[config.mk]
export PLATFORM = sky130hd
export DESIGN_NAME = llc_tag_lookup
export DESIGN_NICKNAME = d
export VERILOG_FILES = /design/src/rtl/llc_tag_lookup.sv
export SDC_FILE = /design/constraint.sdc
export NUM_CORES = 2
export LEC_CHECK = 0
export BUFFER_PORTS_ARGS = -buffer_cell sky130_fd_sc_hd__buf_2
export CORE_MARGIN = 2
export CORE_UTILIZATION = 38
export DETAILED_ROUTE_END_ITERATION = 8
export GPL_ROUTABILITY_DRIVEN = 0
export HOLD_SLACK_MARGIN = 0.06
export SYNTH_ARGS = -nofsm -noshare
export SYNTH_HDL_FRONTEND = slang
export SYNTH_SLANG_ARGS = --single-unit
[constraint.sdc]
create_clock -name clk -period 5.1 [get_ports clk]
set_clock_uncertainty 0.2 [all_clocks]
set_input_delay 1.02 -clock clk [delete_from_list [all_inputs] [get_ports clk]]
set_output_delay 1.02 -clock clk [all_outputs]
set_load 0.01 [all_outputs]
[src/rtl/llc_tag_lookup.sv]
// LLC tag/MESI/PLRU lookup-update stage: IDLE -> LOOKUP -> UPDATE, or a CLEAR walk.
// Define LLC_STATS_EN to add saturating read/write/hit/miss counters.
module llc_tag_lookup #(
  parameter int INDEX_BITS = 4,
  parameter int TAG_BITS   = 22,
  parameter int WAYS       = 4,
  localparam int WW        = $clog2(WAYS)
) (
  input  logic                  clk,
  input  logic                  rst_n,
  input  logic                  req_valid,
  output logic                  req_ready,
  input  logic [3:0]            req_op,
  input  logic [INDEX_BITS-1:0] req_index,
  input  logic [TAG_BITS-1:0]   req_tag,
  input  logic                  req_snoop_hit,
  output logic                  rsp_valid,
  output logic                  rsp_hit,
  output logic [WW-1:0]         rsp_way,
  output logic                  rsp_bus_rd,
  output logic                  rsp_bus_rwim,
  output logic                  rsp_bus_inv,
  output logic                  rsp_writeback,
  output logic [TAG_BITS-1:0]   rsp_wb_tag,
  output logic [1:0]            rsp_snoop_result
`ifdef LLC_STATS_EN
  ,
  output logic [31:0]           stat_reads,
  output logic [31:0]           stat_writes,
  output logic [31:0]           stat_hits,
  output logic [31:0]           stat_misses
`endif
);

  localparam int SETS = 1 << INDEX_BITS;

  typedef enum logic [1:0] {
    S_IDLE, S_LOOKUP, S_UPDATE, S_CLEAR
  } state_t;

  typedef enum logic [1:0] {
    MI = 2'b00, MS = 2'b01, ME = 2'b10, MM = 2'b11
  } mesi_t;

  state_t                r_state, w_nstate;
  logic [3:0]            r_op;
  logic [INDEX_BITS-1:0] r_idx;
  logic [TAG_BITS-1:0]   r_tag;
  logic                  r_sh;
  logic                  r_hit;
  logic [WW-1:0]         r_hway;
  logic [WW-1:0]         r_vway;
  logic [INDEX_BITS-1:0] r_cnt;

  logic [TAG_BITS-1:0]   r_tags [SETS][WAYS];
  mesi_t                 r_mesi [SETS][WAYS];
  logic [WAYS-2:0]       r_plru [SETS];

  logic [WAYS-1:0]       w_match;
  logic [WAYS-1:0]       w_free;
  logic                  w_pr, w_pw, w_si, w_sr, w_sw;
  mesi_t                 w_cur, w_vst, w_new;
  logic [WW-1:0]         w_way;
  logic                  w_wr_mesi, w_wr_tag, w_touch;
  logic                  w_hit, w_rd, w_rwim, w_inv, w_wb;
  logic [TAG_BITS-1:0]   w_wbt;
  logic [1:0]            w_snp;
  logic                  w_upd, w_clr_last;

  function automatic logic [WW-1:0] lowest(
    input logic [WAYS-1:0] v
  );
    logic [WW-1:0] r;
    r = '0;
    for (int i = WAYS - 1; i >= 0; i--)
      if (v[i]) r = WW'(i);
    return r;
  endfunction

  // Heap-ordered tree: node n has children 2n+1 (lower) and 2n+2.
  function automatic logic [WW-1:0] plru_victim(
    input logic [WAYS-2:0] p
  );
    int n;
    n = 0;
    for (int l = 0; l < WW; l++)
      n = 2 * n + 1 + int'(p[n]);
    return WW'(n - (WAYS - 1));
  endfunction

  function automatic logic [WAYS-2:0] plru_touch(
    input logic [WAYS-2:0] p,
    input logic [WW-1:0]   w
  );
    logic [WAYS-2:0] q;
    int n;
    q = p;
    n = 0;
    for (int l = 0; l < WW; l++) begin
      q[n] = ~w[WW-1-l];
      n = 2 * n + 1 + int'(w[WW-1-l]);
    end
    return q;
  endfunction

  always_comb begin
    w_nstate = r_state;
    unique case (r_state)
      S_IDLE:
        if (req_valid)
          w_nstate = (req_op == 4'd8) ? S_CLEAR : S_LOOKUP;
      S_LOOKUP: w_nstate = S_UPDATE;
      S_UPDATE: w_nstate = S_IDLE;
      S_CLEAR:
        if (r_cnt == '1) w_nstate = S_IDLE;
      default:  w_nstate = S_IDLE;
    endcase
  end

  always_comb begin
    w_match = '0;
    w_free  = '0;
    for (int w = 0; w < WAYS; w++) begin
      w_free[w]  = (r_mesi[r_idx][w] == MI);
      w_match[w] = (r_mesi[r_idx][w] != MI) &&
                   (r_tags[r_idx][w] == r_tag);
    end
  end

  always_comb begin
    w_pr      = (r_op == 4'd0) || (r_op == 4'd2);
    w_pw      = (r_op == 4'd1);
    w_si      = (r_op == 4'd3);
    w_sr      = (r_op == 4'd4);
    w_sw      = (r_op == 4'd6);
    w_cur     = r_mesi[r_idx][r_hway];
    w_vst     = r_mesi[r_idx][r_vway];
    w_way     = r_hit ? r_hway : r_vway;
    w_new     = w_cur;
    w_wr_mesi = 1'b0;
    w_wr_tag  = 1'b0;
    w_touch   = 1'b0;
    w_hit     = 1'b0;
    w_rd      = 1'b0;
    w_rwim    = 1'b0;
    w_inv     = 1'b0;
    w_wb      = 1'b0;
    w_wbt     = '0;
    w_snp     = 2'd0;
    unique case (1'b1)
      w_pr, w_pw: begin
        w_hit   = r_hit;
        w_touch = 1'b1;
        if (r_hit) begin
          if (w_pw) begin
            w_inv     = (w_cur == MS);
            w_wr_mesi = 1'b1;
            w_new     = MM;
          end
        end else begin
          w_rd      = w_pr;
          w_rwim    = w_pw;
          w_wr_tag  = 1'b1;
          w_wr_mesi = 1'b1;
          w_new     = w_pw ? MM : (r_sh ? MS : ME);
          w_wb      = (w_vst == MM);
          w_wbt     = w_wb ? r_tags[r_idx][r_vway] : '0;
        end
      end
      w_si, w_sr, w_sw: begin
        w_hit = r_hit;
        if (r_hit) begin
          w_wr_mesi = 1'b1;
          if (w_si) begin
            w_new = (w_cur == MS) ? MI : w_cur;
            w_snp = (w_cur == MS) ? 2'd1 : 2'd0;
          end else begin
            w_new = w_sr ? MS : MI;
            w_snp = (w_cur == MM) ? 2'd2 : 2'd1;
          end
          w_wb  = (w_cur == MM) && !w_si;
          w_wbt = w_wb ? r_tag : '0;
        end
      end
      default: ;
    endcase
  end

  // rst_n gates the strobe so an aborted UPDATE/CLEAR never responds.
  assign w_upd      = rst_n && (r_state == S_UPDATE);
  assign w_clr_last = rst_n && (r_state == S_CLEAR) && (r_cnt == '1);

  assign req_ready        = (r_state == S_IDLE);
  assign rsp_valid        = w_upd || w_clr_last;
  assign rsp_hit          = w_upd && w_hit;
  assign rsp_way          = (w_upd && w_hit) ? r_hway :
                            (w_upd && (w_pr || w_pw)) ? r_vway : '0;
  assign rsp_bus_rd       = w_upd && w_rd;
  assign rsp_bus_rwim     = w_upd && w_rwim;
  assign rsp_bus_inv      = w_upd && w_inv;
  assign rsp_writeback    = w_upd && w_wb;
  assign rsp_wb_tag       = w_upd ? w_wbt : '0;
  assign rsp_snoop_result = w_upd ? w_snp : 2'd0;

  always_ff @(posedge clk) begin
    if (!rst_n) begin
      r_state <= S_IDLE;
      r_op    <= '0;
      r_idx   <= '0;
      r_tag   <= '0;
      r_sh    <= 1'b0;
      r_hit   <= 1'b0;
      r_hway  <= '0;
      r_vway  <= '0;
      r_cnt   <= '0;
      for (int s = 0; s < SETS; s++) begin
        r_plru[s] <= '0;
        for (int w = 0; w < WAYS; w++) begin
          r_mesi[s][w] <= MI;
          r_tags[s][w] <= '0;
        end
      end
    end else begin
      r_state <= w_nstate;
      if (r_state == S_IDLE && req_valid) begin
        r_op  <= req_op;
        r_idx <= req_index;
        r_tag <= req_tag;
        r_sh  <= req_snoop_hit;
      end
      if (r_state == S_LOOKUP) begin
        r_hit  <= |w_match;
        r_hway <= lowest(w_match);
        r_vway <= (|w_free) ? lowest(w_free)
                            : plru_victim(r_plru[r_idx]);
      end
      if (r_state == S_UPDATE) begin
        if (w_wr_mesi) r_mesi[r_idx][w_way] <= w_new;
        if (w_wr_tag)  r_tags[r_idx][w_way] <= r_tag;
        if (w_touch)
          r_plru[r_idx] <= plru_touch(r_plru[r_idx], w_way);
      end
      if (r_state == S_CLEAR) begin
        r_plru[r_cnt] <= '0;
        for (int w = 0; w < WAYS; w++)
          r_mesi[r_cnt][w] <= MI;
        r_cnt <= r_cnt + 1'b1;
      end
    end
  end

`ifdef LLC_STATS_EN
  logic w_sproc;
  assign w_sproc = (r_state == S_UPDATE) && (w_pr || w_pw);

  always_ff @(posedge clk) begin
    if (!rst_n) begin
      stat_reads  <= '0;
      stat_writes <= '0;
      stat_hits   <= '0;
      stat_misses <= '0;
    end else if (w_sproc) begin
      if (w_pr && stat_reads != '1)
        stat_reads <= stat_reads + 1'b1;
      if (w_pw && stat_writes != '1)
        stat_writes <= stat_writes + 1'b1;
      if (r_hit && stat_hits != '1)
        stat_hits <= stat_hits + 1'b1;
      if (!r_hit && stat_misses != '1)
        stat_misses <= stat_misses + 1'b1;
    end
  end
`endif

endmodule

==> flow_summary.yaml <==
synthesis:
  synth_area_mm2: 0.0778
  avgSynthCellArea_um2: 13.6
  ys_ff_latch: 1630
  syn-num-nets: 5774
  synth_top_flop_cell: "edfxtp_1"
  ys_types: 78
  synth.yosys.seq_area_share_pct: 62.3
  synth_edf_count: 1584
  yosys_warnings: 0
  synthCells: 5739
  async_flop_share_pct: 0
die:
  die_x_um: 456
  start_util_pct: 38.1
  die_h_um: 456
  ios: 67
  rows: 166
  core_area_mm2: 0.204
  die_area_mm2: 0.208
grt:
  grt.busiest_layer: "met2"
  met3_usage_pct: 6.23
  first_global_vias: 52000
  grt_overflow: 0
  grt_pass1_wl_um: 384000
  grt_use_total_pct: 25.3
  grt_antenna_before_repair: 17
  met1_usage_pct: 33.8
  gr-usage-met2_pct: 38.4
  grt_max_degree: 74
detailed_routing:
  viasPerCell: 6.09
  ant_nets: 0
  drt_iter0_markers: 7768
  routed_wl_um: 267000
  dr.pass1.iters: 8
  drc: 0
  wl_per_cell_um: 30.8
  num_vias: 52900
timing:
  fmax_mhz: 185
  fin_crit_sh_pct: 106
  hold_viol: 0
  setup_violations: 24
  holdWs_ps: 234
  rsz0062_at_grt: "true"
  slew_viol_final: 0
  relSlewSlack_pct: 17.4
  fin_ws_ps: -300
  fin_crit_ps: 5400
  worst_pin_slew_ps: 1240
finish:
  stdcell_area_mm2: 0.0897
  fillers: 18300
  fin_cells: 8689
  drive_gt1_share_pct: 23.1
  area_growth_pct: 15.3
  nNetsFinal: 5890
  multiInputGateArea_mm2: 0.0272
  seq_area_mm2: 0.0485
status:
  status: "complete, but fails checks"
  violations: "negative setup slack"
cts:
  cts.sinks: 1630
  cts_tree: "done"
  ctsLongestPathBuffers: 3
  clock_latency_ps: 840
  clkTransAtPathRegs_ps: 60
  cts_hold_buf: 0
  htree_levels: 4
  ctsRootBufferMaster: "clkbuf_16"
  numCtsBuffers: 174
place:
  pre_cts_ws_ps: 163
  place_inst: 8308
  dp_hpwl_um: 169000
  io_buffer_count: 66
  placed_area_mm2: 0.0829
power_and_ir_drop:
  power_frac_clock_pct: 39.2
  p_switching_w: 0.00844
  max-vdd-ir-drop_uv: 352
  swShare_pct: 26.3
  p_comb_share_pct: 12.8
  p_leak_nw: 30.4
  pwr-share-seq_pct: 48.0
  power_w: 0.0320
  power_density_mw_per_mm2: 357
  p_int_w: 0.0236
critical_path:
  cp-start-kind: "flop"
  arrival_ps: 4180
  required_ps: 3880
  critPathKind: "reg2out"
  cp-end-kind: "primary output"
  worstPathMaxFanout: 6
run:
  maxCapViolCount: 0
worst_hold_path:
  hold_path.class: "in2reg"
[synth_stat cells (35+ instances only)]
cell / n / share of area [%]
edfxtp_1: 1584 / 61
nor3_1: 767 / 4.9
and2_1: 669 / 5.4
clkbuf_1: 436 / 2.1
nand2_1: 378 / 1.8
mux4_2: 359 / 10
nor2_1: 353 / 1.7
mux2i_1: 212 / 2.7
o21ai_0: 115 / 0.74
xnor2_1: 88 / 0.99
buf_2: 81 / 0.52
a21oi_1: 59 / 0.38
dfxtp_1: 46 / 1.2
nand3_1: 40 / 0.26
a21boi_0: 37 / 0.36
buf_4: 36 / 0.35
mux2_2: 35 / 0.51
[final timing paths]
kind / start / end / cells past startpoint / slack, ps
worst max-delay path: flop / rsp_wb_tag[2] / 12 / -300
worst min-delay path: req_tag[4] / r_tag[4]$_SDFFE_PN0P_ / 3 / 230
worst max register to register: flop / r_hway[0]$_SDFFE_PN0P_ / 12 / 690
worst min register to register: r_op[1]$_SDFFE_PN0P_ / r_op[1]$_SDFFE_PN0P_ / 2 / 330
[cell type report]
cell class / count / area share (%)
clock buffers: 214 / 5.06
well taps: 2688 / 3.75
multi-input cells: 3469 / 30.4
inverters: 31 / 0.141
clock inverters: 103 / 1.09
diodes: 5 / 0.0139
flip-flops and latches: 1630 / 54.1
repair buffers: 549 / 5.49
[metal layers]
metal	wire length (um)	share of wire [%]	vias up
li1	-	-	21800
met1	102000	38	27100
met2	120000	45	3300
met3	29800	11	700
met4	15300	5.7	10
met5	131	0.049	-
[state kept, by name, summed over array words and instances, names as in the netlist, 2 cells and up, named ones only]
signal,flops
r_tags,1408
r_state,2
r_op,4
r_cnt,4
r_tag,22
r_plru,48
r_vway,2
r_idx,4
r_mesi,128
r_hway,2
[power groups by stage]
stage / Sequential [W] / Clock, W / Combinational [W]
after floorplan: 0.0155 / 0 / 0.00220
after global placement: 0.0157 / 0 / 0.00372
after detailed placement: 0.0157 / 0 / 0.00373
after CTS: 0.0154 / 0.0126 / 0.00393
after global routing: 0.0154 / 0.0132 / 0.00420
final: 0.0154 / 0.0126 / 0.00410
[critical path, cell delays in order, from the launching register on]
cell and delay (ps):
dfxtp_4 390, buf_12 150, buf_6 110, mux4_2 480
mux4_2 540, and3_4 220, a311oi_2 260, a2111o_1 300
buf_12 170, buf_8 130, a311o_1 300, a21oi_2 110
buf_2 180
[logic make-up (layout without fill, tap and decap cells)]
logic type                 after synthesis  after routing  synth area share [%]
DFF                                   1630           1630                  62.3
muxes                                  614            614                  13.9
other                                    0              5                     0
xor gates and xnor gates               119            119                  1.34
and+or+nand+nor                       2303           2303                  14.9
buffers and inverters                  640            897                  3.71
AOI/OAI and AO/OA                      432            432                  3.76
adders and majority gates                1              1                0.0161
[timing repair]
action,4_1_cts,5_1_grt
setup buffers,47,13
gates cloned,6,1
gates resized for setup,115,44
pin swaps,26,22
setup endpoints to repair,26,26
hold endpoints to repair,0,0
[layout by cell type, fill, tap and decap left out, types with 38 or more instances in the layout]
cell type / synthesis / layout
o21ai_2: 0 / 65
clkbuf_16: 0 / 176
and2_1: 669 / 670
clkbuf_1: 436 / 38
nor3_1: 767 / 767
xnor2_1: 88 / 88
a21oi_1: 59 / 49
buf_4: 36 / 396
buf_2: 81 / 65
o21ai_0: 115 / 45
buf_12: 2 / 57
nor2_1: 353 / 349
clkinv_1: 5 / 43
mux4_2: 359 / 364
edfxtp_1: 1584 / 1584
nand2_1: 378 / 361
mux2i_1: 212 / 191
[through the flow]
step           setup TNS, ps  util, %
4_1_cts                -3680     43.9
6_report               -4760     44.0
3_3_place_gp               0     40.7
2_1_floorplan              0        -
5_1_grt                -6710     44.0
3_5_place_dp               0     40.7
(Power assumes the default switching activity.)
